### config.mk
export PLATFORM = sky130hd
export DESIGN_NAME = stego_emd_engine
export DESIGN_NICKNAME = d
export VERILOG_FILES = /design/src/rtl/stego_pkg.sv /design/src/rtl/stego_ternary_step.sv /design/src/rtl/stego_emd_engine.sv
export SDC_FILE = /design/constraint.sdc
export NUM_CORES = 1
export LEC_CHECK = 0
export BUFFER_PORTS_ARGS = -buffer_cell sky130_fd_sc_hd__buf_2
export CAP_MARGIN = 0
export CORE_MARGIN = 4
export CORE_UTILIZATION = 35
export CTS_CLUSTER_SIZE = 20
export DETAILED_ROUTE_END_ITERATION = 10
export PLACE_DENSITY_LB_ADDON = 0.1
export SLEW_MARGIN = 20
export SYNTH_ARGS = -nofsm -noshare
export SYNTH_HDL_FRONTEND = slang
export SYNTH_SLANG_ARGS = --single-unit
export TNS_END_PERCENT = 30
### constraint.sdc
create_clock -name clk -period 15.9 [get_ports clk]
set_input_delay 1.59 -clock clk [delete_from_list [all_inputs] [get_ports clk]]
set_output_delay 1.59 -clock clk [all_outputs]
set_load 0.01 [all_outputs]
### src/rtl/stego_pkg.sv
// -----------------------------------------------------------------------------
// stego_pkg
// Shared types and constants for the EMD steganography engine.
//   state_t      : engine FSM states. ST_CHECK exists only when the
//                  STEGO_SELF_CHECK_EN macro is defined.
//   digit_act_t  : per-pixel action chosen by one balanced-ternary digit.
//   pow3()       : constant 3^n, used for the modulus M = 3^NUM_PIX.
//   pix_top()    : largest pixel code for a given width (upper clamp trigger).
//   CLAMP_*      : lower clamp trigger/replacement values.
// -----------------------------------------------------------------------------
package stego_pkg;

`ifdef STEGO_SELF_CHECK_EN
    typedef enum logic [2:0] {
        ST_IDLE   = 3'd0,
        ST_CLAMP  = 3'd1,
        ST_HORNER = 3'd2,
        ST_SOLVE  = 3'd3,
        ST_DIGIT  = 3'd4,
        ST_OUT    = 3'd5,
        ST_CHECK  = 3'd6
    } state_t;
`else
    typedef enum logic [2:0] {
        ST_IDLE   = 3'd0,
        ST_CLAMP  = 3'd1,
        ST_HORNER = 3'd2,
        ST_SOLVE  = 3'd3,
        ST_DIGIT  = 3'd4,
        ST_OUT    = 3'd5
    } state_t;
`endif

    typedef enum logic [1:0] {
        ACT_KEEP = 2'd0,
        ACT_INC  = 2'd1,
        ACT_DEC  = 2'd2
    } digit_act_t;

    // A pixel at CLAMP_LO_FROM is lifted to CLAMP_LO_TO so a -1 cannot underflow.
    localparam int CLAMP_LO_FROM = 0;
    localparam int CLAMP_LO_TO   = 1;

    function automatic int pow3(input int n);
        int p;
        p = 1;
        for (int k = 0; k < n; k++) p = p * 3;
        return p;
    endfunction

    // The top code is lowered by one so a +1 cannot overflow.
    function automatic int pix_top(input int pw);
        return (1 << pw) - 1;
    endfunction

endpackage

### src/rtl/stego_ternary_step.sv
// -----------------------------------------------------------------------------
// stego_ternary_step
// One balanced-ternary digit of the residual s (combinational).
//   s      in  : current residual
//   s_next out : residual for the next digit; a digit of 2 is taken as -1,
//                so it carries one into the higher digits before dividing
//   act    out : pixel action for this digit (KEEP / INC / DEC)
// -----------------------------------------------------------------------------
module stego_ternary_step
    import stego_pkg::*;
#(
    parameter int SW = 6
) (
    input  logic [SW-1:0] s,
    output logic [SW-1:0] s_next,
    output digit_act_t    act
);

    logic [SW-1:0] r;

    always_comb begin
        r      = s % SW'(3);
        act    = ACT_KEEP;
        s_next = s / SW'(3);
        case (r)
            SW'(1): act = ACT_INC;
            SW'(2): begin
                act    = ACT_DEC;
                s_next = (s + SW'(1)) / SW'(3);
            end
            default: ;
        endcase
    end

endmodule

### src/rtl/stego_emd_engine.sv
// -----------------------------------------------------------------------------
// stego_emd_engine
// Exploiting-modification-direction steganography engine for a group of
// NUM_PIX pixels. Embed hides one symbol modulo M = 3^NUM_PIX by moving each
// pixel by at most one step; extract recovers it as sum(g_i * 3^i) mod M.
//
// Ports:
//   clk, rst   clock; synchronous active-low reset
//   in_valid / in_ready   input group handshake (ready only in IDLE)
//   mode       0 = embed, 1 = extract (captured on accept)
//   pix_in     pixel i at [i*PIXEL_WIDTH +: PIXEL_WIDTH]
//   secret     symbol to embed (ignored in extract)
//   out_valid / out_ready result handshake; outputs hold while stalled
//   pix_out    stego pixels (embed), zero in extract
//   mess_out   extracted symbol (extract), zero in embed
//   out_err    secret >= M (embed)
//   busy       high outside IDLE
//
// Optional macro STEGO_SELF_CHECK_EN: adds a CHECK state that re-extracts the
// stego pixels and also flags out_err when they do not decode to secret mod M.
// -----------------------------------------------------------------------------
module stego_emd_engine
    import stego_pkg::*;
#(
    parameter int PIXEL_WIDTH = 8,
    parameter int NUM_PIX     = 3,
    parameter int MESS_WIDTH  = 5
) (
    input  logic                           clk,
    input  logic                           rst,
    input  logic                           in_valid,
    output logic                           in_ready,
    input  logic                           mode,
    input  logic [NUM_PIX*PIXEL_WIDTH-1:0] pix_in,
    input  logic [MESS_WIDTH-1:0]          secret,
    output logic                           out_valid,
    input  logic                           out_ready,
    output logic [NUM_PIX*PIXEL_WIDTH-1:0] pix_out,
    output logic [MESS_WIDTH-1:0]          mess_out,
    output logic                           out_err,
    output logic                           busy
);

    localparam int M  = pow3(NUM_PIX);
    localparam int FW = $clog2(M);
    localparam int IW = FW + PIXEL_WIDTH + 2;
    localparam int SW = FW + 1;
    localparam int DW = ((MESS_WIDTH > FW) ? MESS_WIDTH : FW) + 2;
    localparam int XW = (NUM_PIX > 1) ? $clog2(NUM_PIX) : 1;
    localparam logic [XW-1:0]          IDX_LAST  = XW'(NUM_PIX - 1);
    localparam logic [PIXEL_WIDTH-1:0] PIX_TOP   = PIXEL_WIDTH'(pix_top(PIXEL_WIDTH));
    localparam logic [PIXEL_WIDTH-1:0] PIX_TOP_TO = PIX_TOP - PIXEL_WIDTH'(1);
    localparam logic [PIXEL_WIDTH-1:0] PIX_LO    = PIXEL_WIDTH'(CLAMP_LO_FROM);
    localparam logic [PIXEL_WIDTH-1:0] PIX_LO_TO = PIXEL_WIDTH'(CLAMP_LO_TO);

    state_t                   state_reg, state_next;
    logic [PIXEL_WIDTH-1:0]   pix_reg   [NUM_PIX];
    logic [PIXEL_WIDTH-1:0]   pix_next  [NUM_PIX];
    logic [PIXEL_WIDTH-1:0]   clamp_val [NUM_PIX];
    logic [NUM_PIX*PIXEL_WIDTH-1:0] pix_next_flat;
    logic [FW-1:0]            f_reg, f_next, f_step;
    logic [SW-1:0]            s_reg, s_next, s_stepped, s_solved;
    logic [XW-1:0]            idx_reg, idx_next;
    logic                     mode_reg;
    logic [MESS_WIDTH-1:0]    secret_reg;
    logic                     err_reg, err_next, solve_err, check_err;
    logic [IW-1:0]            horner_sum;
    logic [DW-1:0]            diff;
    digit_act_t               step_act;
    logic                     accept;

    logic [NUM_PIX*PIXEL_WIDTH-1:0] pix_out_reg;
    logic [MESS_WIDTH-1:0]          mess_out_reg;
    logic                           out_err_reg;

    assign accept = in_valid && in_ready;

    genvar gi;
    generate
        for (gi = 0; gi < NUM_PIX; gi++) begin : g_pix
            assign clamp_val[gi] = (pix_reg[gi] == PIX_TOP) ? PIX_TOP_TO :
                                   (pix_reg[gi] == PIX_LO)  ? PIX_LO_TO  : pix_reg[gi];
            assign pix_next_flat[gi*PIXEL_WIDTH +: PIXEL_WIDTH] = pix_next[gi];
        end
    endgenerate

    // One Horner step over the pixel selected by idx_reg (MSB pixel first).
    assign horner_sum = IW'(f_reg) * IW'(3) + IW'(pix_reg[idx_reg]);
    assign f_step     = FW'(horner_sum % IW'(M));

    // Residual to add: (secret - f) mod M, computed without going negative.
    assign solve_err = DW'(secret_reg) >= DW'(M);
    assign diff      = DW'(secret_reg) + DW'(M) - DW'(f_reg);
    assign s_solved  = (diff >= DW'(M)) ? SW'(diff - DW'(M)) : SW'(diff);

`ifdef STEGO_SELF_CHECK_EN
    assign check_err = MESS_WIDTH'(f_step) != (secret_reg % MESS_WIDTH'(M));
`else
    assign check_err = 1'b0;
`endif

    stego_ternary_step #(.SW(SW)) u_step (
        .s      (s_reg),
        .s_next (s_stepped),
        .act    (step_act)
    );

    // State register
    always_ff @(posedge clk) begin
        if (!rst) state_reg <= ST_IDLE;
        else      state_reg <= state_next;
    end

    // Next-state logic
    always_comb begin
        state_next = state_reg;
        case (state_reg)
            ST_IDLE:   if (accept) state_next = mode ? ST_HORNER : ST_CLAMP;
            ST_CLAMP:  state_next = ST_HORNER;
            ST_HORNER: if (idx_reg == '0) state_next = mode_reg ? ST_OUT : ST_SOLVE;
            ST_SOLVE:  state_next = ST_DIGIT;
`ifdef STEGO_SELF_CHECK_EN
            ST_DIGIT:  if (idx_reg == IDX_LAST) state_next = ST_CHECK;
            ST_CHECK:  if (idx_reg == '0) state_next = ST_OUT;
`else
            ST_DIGIT:  if (idx_reg == IDX_LAST) state_next = ST_OUT;
`endif
            ST_OUT:    if (out_ready) state_next = ST_IDLE;
            default:   state_next = ST_IDLE;
        endcase
    end

    // Outputs decoded from state
    always_comb begin
        in_ready  = (state_reg == ST_IDLE);
        busy      = (state_reg != ST_IDLE);
        out_valid = (state_reg == ST_OUT);
    end

    // Datapath next values
    always_comb begin
        for (int k = 0; k < NUM_PIX; k++) pix_next[k] = pix_reg[k];
        f_next   = f_reg;
        s_next   = s_reg;
        err_next = err_reg;
        idx_next = idx_reg;
        case (state_reg)
            ST_IDLE: if (accept) begin
                for (int k = 0; k < NUM_PIX; k++)
                    pix_next[k] = pix_in[k*PIXEL_WIDTH +: PIXEL_WIDTH];
                f_next   = '0;
                err_next = 1'b0;
                idx_next = IDX_LAST;
            end
            ST_CLAMP: for (int k = 0; k < NUM_PIX; k++) pix_next[k] = clamp_val[k];
            ST_HORNER: begin
                f_next   = f_step;
                idx_next = (idx_reg == '0) ? '0 : idx_reg - XW'(1);
            end
            ST_SOLVE: begin
                err_next = solve_err;
                s_next   = solve_err ? '0 : s_solved;
                idx_next = '0;
            end
            ST_DIGIT: begin
                case (step_act)
                    ACT_INC: pix_next[idx_reg] = pix_reg[idx_reg] + PIXEL_WIDTH'(1);
                    ACT_DEC: pix_next[idx_reg] = pix_reg[idx_reg] - PIXEL_WIDTH'(1);
                    default: ;
                endcase
                s_next = s_stepped;
                if (idx_reg == IDX_LAST) begin
                    idx_next = IDX_LAST;
                    f_next   = '0;
                end else begin
                    idx_next = idx_reg + XW'(1);
                end
            end
`ifdef STEGO_SELF_CHECK_EN
            ST_CHECK: begin
                f_next   = f_step;
                idx_next = (idx_reg == '0) ? '0 : idx_reg - XW'(1);
            end
`endif
            default: ;
        endcase
    end

    // Datapath and result registers; results are latched on entry to OUT
    // so they stay frozen for the whole stall.
    always_ff @(posedge clk) begin
        if (!rst) begin
            for (int k = 0; k < NUM_PIX; k++) pix_reg[k] <= '0;
            f_reg        <= '0;
            s_reg        <= '0;
            idx_reg      <= '0;
            err_reg      <= 1'b0;
            mode_reg     <= 1'b0;
            secret_reg   <= '0;
            pix_out_reg  <= '0;
            mess_out_reg <= '0;
            out_err_reg  <= 1'b0;
        end else begin
            for (int k = 0; k < NUM_PIX; k++) pix_reg[k] <= pix_next[k];
            f_reg   <= f_next;
            s_reg   <= s_next;
            idx_reg <= idx_next;
            err_reg <= err_next;
            if (accept) begin
                mode_reg   <= mode;
                secret_reg <= secret;
            end
            if (state_reg != ST_OUT && state_next == ST_OUT) begin
                if (mode_reg) begin
                    pix_out_reg  <= '0;
                    mess_out_reg <= MESS_WIDTH'(f_next);
                    out_err_reg  <= 1'b0;
                end else begin
                    pix_out_reg  <= pix_next_flat;
                    mess_out_reg <= '0;
                    out_err_reg  <= err_reg | check_err;
                end
            end
        end
    end

    assign pix_out  = pix_out_reg;
    assign mess_out = mess_out_reg;
    assign out_err  = out_err_reg;

endmodule
== Word level (Yosys, flattened, before mapping) ==
Memories as Yosys holds them, arrays and structs flattened. A register that Yosys moved wholly into a read port is not among the register bits.
Cells that the tools add are included.
Storage, ports and cells
  flip-flop bits (word level): 53
  input port bits: 34
  memories kept: 1
  memory bits (writable): 24
Cells by class
  reduce and logical (&&, ||, !) cells: 14
  div/mod/pow operators: 4
  bitwise operators: 4
  mux-type cells: 44
  equality and inequality tests: 16
  multipliers: 1
  $lt $le $gt $ge: 4
  $add $sub $neg: 9
Memories
  pix_reg: words 3, bits a word 8, read ports 4, clocked after memory_dff 1, wr ports 3, line stego_emd_engine.sv:57  | logic [PIXEL_WIDTH-1:0] pix_reg [NUM_PIX];
Operators with widths (number)
  $mux 8: 10
  $pmux 24 s3: 1
  $bwmux 24: 2
  $mux 24: 2
  $pmux 24 s2: 1
  $eq 8x8->1 const B: 3
  $logic_not 8->1: 3
  $mux 6: 3
  $pmux 3 s6: 1
  $demux 8 s2: 1
  $mod 15x5->15 const B: 1
  $mux 3: 5
  $mux 5: 3
  $pmux 5 s3: 1
  $div 6x2->6 const B: 2
  $mux 2: 6
  $pmux 6 s2: 1
  $add 7x8->9: 1
  $eq 3x3->1 const B: 3
  $add 8x1->8 const B: 1
  $pmux 2 s4: 1
  $sub 8x1->8 const B: 1
  $ge 7x5->1 const B: 1
  $mul 5x2->7 const B: 1
  30 further kinds: 41

== Longest topological paths before layout ==
  depth after elaboration: 9
  mapped depth: 33
  depth with buffers taken out: 29

== Cells and area by module ==
Synthesis repeated with hierarchy kept, for this count alone.
Unflattened totals
  cell total of the unflattened synthesis: 970
  area, all modules: 7353.3 µm²
By module, submodules not included
  stego_emd_engine: cells an instance 762, times used 1, seq. area each 1581.5 µm², area each 5988.2 µm²
  stego_ternary_step: cells an instance 208, times used 1, seq. area each 0.0 µm², area each 1365.1 µm²

== Worst setup path before layout ==
No wires, ideal clock.
  path kind: flip-flop to flip-flop
  start: register s_reg[2]
  end: register s_reg[0]
  setup slack: 9.311 ns
  data required time: 15.752 ns
  stages on the path, launching flop included: 34
  data arrival time: 6.442 ns
  cells stage by stage: dfxtp_1 -> buf_2 -> buf_4 -> nor3b_1 -> a211oi_1 -> a31oi_1 -> ha_1 -> o21ba_2 -> a21oi_1 -> nor2_1 -> ha_1 -> inv_1 -> and2_1 -> o221ai_2 -> mux2_2 -> nand3_4 -> clkbuf_1 -> nor4_1 -> xor2_1 -> inv_1 -> ha_1 -> ha_1 -> nor2_1 -> xnor2_1 -> and2_1 -> ha_1 -> clkdlybuf4s50_1 -> nor2_1 -> xnor2_1 -> ha_1 -> a211oi_1 -> nand4b_1 -> o22ai_1 -> a311oi_2
On the way
  word-level cells in the longest chain between the ends: 4
  elaborated cells on any way between the ends: 7
  classes of those cells: 1 x add/sub; 3 x div; 1 x eq/ne; 2 x mux
Ends and longest elaborated chain
  start, declared: line stego_emd_engine.sv:62  | logic [SW-1:0] s_reg, s_next, s_stepped, s_solved;
  start signal, assigned: line stego_emd_engine.sv:206  | s_reg <= s_next;
  $add 6x1->6 or $mod 6x2->6 (tied branches): line stego_ternary_step.sv:29, stego_ternary_step.sv:22
  $div 6x2->6 or $eq 6x2->1 (tied branches): line stego_ternary_step.sv:29, stego_ternary_step.sv:25
  $mux 6 *: line stego_ternary_step.sv:25  | case (r)
  $pmux 6 s2 *: line stego_emd_engine.sv:147  | case (state_reg)
Every way passes the cells marked *; elsewhere a longest branch is shown, timed or not.
A chain may end at the register's enable or synchronous reset.

== Worst setup path after layout ==
Ends and elaborated chain as after synthesis.

==> impl_metrics.tcl <==
set metrics [dict create \
    outcome "completed" \
    finish.utilization 0.399 \
    yosys.area.top_type_share 0.215 \
    track_usage 0.193 \
    critPathMaxFanout 24 \
    finalWirelength_mm 23.1 \
    slowest_stage "sky130_fd_sc_hd__dfxtp_1" \
    ir_worst_vdd_uv 61.9 \
    postSynthNetCount 1040 \
    p_sw_mw 0.587 \
    floorplan.initialDensity 0.359 \
    async_reset_ff_frac 0 \
    worst_hold_path_type "reg -> reg" \
    cp_slowest_stage_delay_ps 830 \
    cts_buffers 9 \
    gp_routability_congestion 0.868 \
    post_synth.cell_area_avg_um2 7.66 \
    combinationalPowerShare 0.609 \
    tritoncts_clock_tree "built" \
    grt_busiest_layer "met2" \
    finalSetupViolCount 0 \
    slew_headroom 0.478 \
    route.detailed.drc 0 \
    clock_sink_count 79 \
    n_antenna_cell 0 \
    fin_worst_skew_ps 10.4 \
    worst_setup_path_start_kind "flop" \
    synth.yosys.warnings 0 \
    synth_largest_area_cell "sky130_fd_sc_hd__dfxtp_1" \
    count_leader_synth "sky130_fd_sc_hd__nand2_1" \
    synth.lib_cells_used.distinct 93 \
    layout_min_cycle_time_ps 7070 \
    cellPowerDensity_mw_per_mm2 147 \
    path_clk_slew_ps 70 \
    synth-edff-count 0 \
    ctsHtreeMaxLevel 3 \
    cts-hold-fix-buffers 0 \
    antenna_left 0 \
    clock_latency_ps 350 \
    crit_top_cell "sky130_fd_sc_hd__ha_1" \
    fraction_of_final_layout_cells_with_drive_strength_greater_than_1 0.129 \
    internal_power_mw 0.609 \
    maxCapViolations 0 \
    sequential_share_of_power 0.212 \
    seq_area_frac_synth 0.215 \
    die_w_um 153 \
    rsz0062_at_grt "false" \
    buffer_ports.inserted 66 \
    post_synth_instance_area_mm2 0.00734 \
    worst-endpoint-arrival_ps 7280 \
    crit_buf_inv 2 \
    synth.cells.most_frequent "sky130_fd_sc_hd__nand2_1 (107), sky130_fd_sc_hd__dfxtp_1 (79), sky130_fd_sc_hd__o21ai_0 (67)" \
    p_leak_nw 3.24 \
    timing_hold_violations_final 0 \
    ys_ff_latch 79 \
    detailedPlace.worstSlack_ps 8910 \
    critPathCaptureType "flop" \
    route.vias.total 7194 \
    detailedRoute.firstIterationViolations 464 \
    netSwitchingFraction 0.491 \
    antenna_found_initial 0 \
    maxClockFrequency_ghz 0.141 \
    detailed_place_hpwl_mm 17.7 \
    number_of_global_route_vias_before_repair 6799 \
    post_cts_resized 0 \
    syn_inst 959 \
    post_layout_net_count 1076 \
    setup_slack_ps 8830 \
    globalRouteMet3Util 0.0232 \
    syn_to_final_growth_pct 11.1 \
    cts_root_buf "sky130_fd_sc_hd__clkbuf_16" \
    core_mm2 0.0204 \
    cts_max_path_buffers 2 \
    final.period_utilization 0.445 \
    final_max_slew_violation_count 0 \
    grt_first_pass_wirelength_mm 37.3 \
    fin_tns_setup_ps 0 \
    worst_path_dominant_cell_family "simple AND/OR/NAND/NOR gates" \
    clock_power_share 0.178 \
    gr-usage-met2 0.307 \
    ys.flop_type "sky130_fd_sc_hd__dfxtp_1" \
    core.rowCount 52 \
    worst_pin_slew_ps 782 \
    detail_route.first_pass.iterations 7 \
    die_y_um 153 \
    routedWlPerCell_um 18.2 \
    grt_max_degree 80 \
    fp.dieArea_mm2 0.0234 \
    cts.repair_timing.setup_buffer_count 0 \
    groute.layer.met1.usage 0.277 \
    ys_top_cells_by_area "sky130_fd_sc_hd__dfxtp_1 (22%), sky130_fd_sc_hd__ha_1 (7.0%), sky130_fd_sc_hd__nand2_1 (5.5%)" \
    critPathKind "reg -> reg" \
    post_drt_via_cell_ratio 5.66 \
    io_pins 67 \
    required_ps 16110 \
    globalRoute.totalOverflow 0 \
]
[final timing paths]
check,start,cells past startpoint,end,slack (ps)
worst min register to register,secret_reg[3],2,secret_reg[3],470
worst max register to register,s_reg[2],29,s_reg[0],8830
worst min-delay path,secret_reg[3],2,secret_reg[3],470
worst max-delay path,s_reg[2],29,s_reg[0],8830
[cell families after synthesis]
kind of cell	count (synthesis)	share of synthesized area
AND/OR/NAND/NOR	360	0.255
AO/OA/AOI/OAI	315	0.310
buffers and inverters	101	0.0564
flip-flops	79	0.215
adder cells (fa/ha/maj)	48	0.0876
XOR/XNOR	37	0.0482
multiplexers	19	0.0271
[layout by cell type (no fill, tap or decap), types with 9 or more instances in the layout]
cell,instances
sky130_fd_sc_hd__nor3_1,18
sky130_fd_sc_hd__o21ai_0,67
sky130_fd_sc_hd__o21ai_1,10
sky130_fd_sc_hd__nor2b_1,46
sky130_fd_sc_hd__a211oi_1,12
sky130_fd_sc_hd__inv_1,50
sky130_fd_sc_hd__xor2_1,9
sky130_fd_sc_hd__a21boi_0,9
sky130_fd_sc_hd__ha_1,41
sky130_fd_sc_hd__buf_4,9
sky130_fd_sc_hd__dfxtp_1,79
sky130_fd_sc_hd__nand4_1,9
sky130_fd_sc_hd__buf_2,66
sky130_fd_sc_hd__a222oi_1,15
sky130_fd_sc_hd__a21oi_1,49
sky130_fd_sc_hd__and2_1,33
sky130_fd_sc_hd__mux2i_1,15
sky130_fd_sc_hd__a22oi_1,21
sky130_fd_sc_hd__xnor2_1,24
sky130_fd_sc_hd__nor2_1,55
sky130_fd_sc_hd__o211ai_1,11
sky130_fd_sc_hd__nand3_1,23
sky130_fd_sc_hd__o21a_1,14
sky130_fd_sc_hd__a21o_1,14
sky130_fd_sc_hd__and3_1,9
sky130_fd_sc_hd__clkbuf_16,9
sky130_fd_sc_hd__nand2_1,107
sky130_fd_sc_hd__nand2b_1,11
[cell type report]
class | count | area [um^2]
flip-flops and latches | 79 | 1580
clock buffers | 9 | 225
fillers | 2195 | 12300
clock inverters | 7 | 73.8
inverters | 51 | 191
multi-input cells | 779 | 5350
repair buffers | 75 | 398
well taps | 270 | 338
[stage by stage]
stage               instance area [um^2]  std cells  power (mW)  hold WS (ps)
floorplan                           7340        959       0.814           428
global placement                    7860       1254       0.982           451
detailed placement                  7860       1254       0.980           456
CTS                                 8160       1270        1.20           470
global route                        8160       1270        1.29           492
finish                              8160       1270        1.20           468
[metal layers]
layer,routed length [um],vias to the layer above,share of wire
met2,10500,220,0.46
li1,-,3574,-
met3,1020,27,0.044
met5,0,-,0
met1,11100,3373,0.48
met4,413,0,0.018
[power groups by stage]
| stage | sequential (mW) | combinational, mW | clock (mW) |
|---|---|---|---|
| CTS | 0.253 | 0.727 | 0.217 |
| finish | 0.254 | 0.729 | 0.213 |
| global placement | 0.258 | 0.723 | 0 |
| floorplan | 0.238 | 0.576 | 0 |
| global route | 0.258 | 0.811 | 0.225 |
| detailed placement | 0.258 | 0.723 | 0 |
[tightest hold or removal path: cells and delay by family (launching register included)]
| kind | cells | cell delay, ps |
|---|---|---|
| compound gates | 1 | 60 |
| flops | 1 | 310 |
| simple gates | 1 | 50 |
Note: power is estimated with default switching activity, not from simulation.
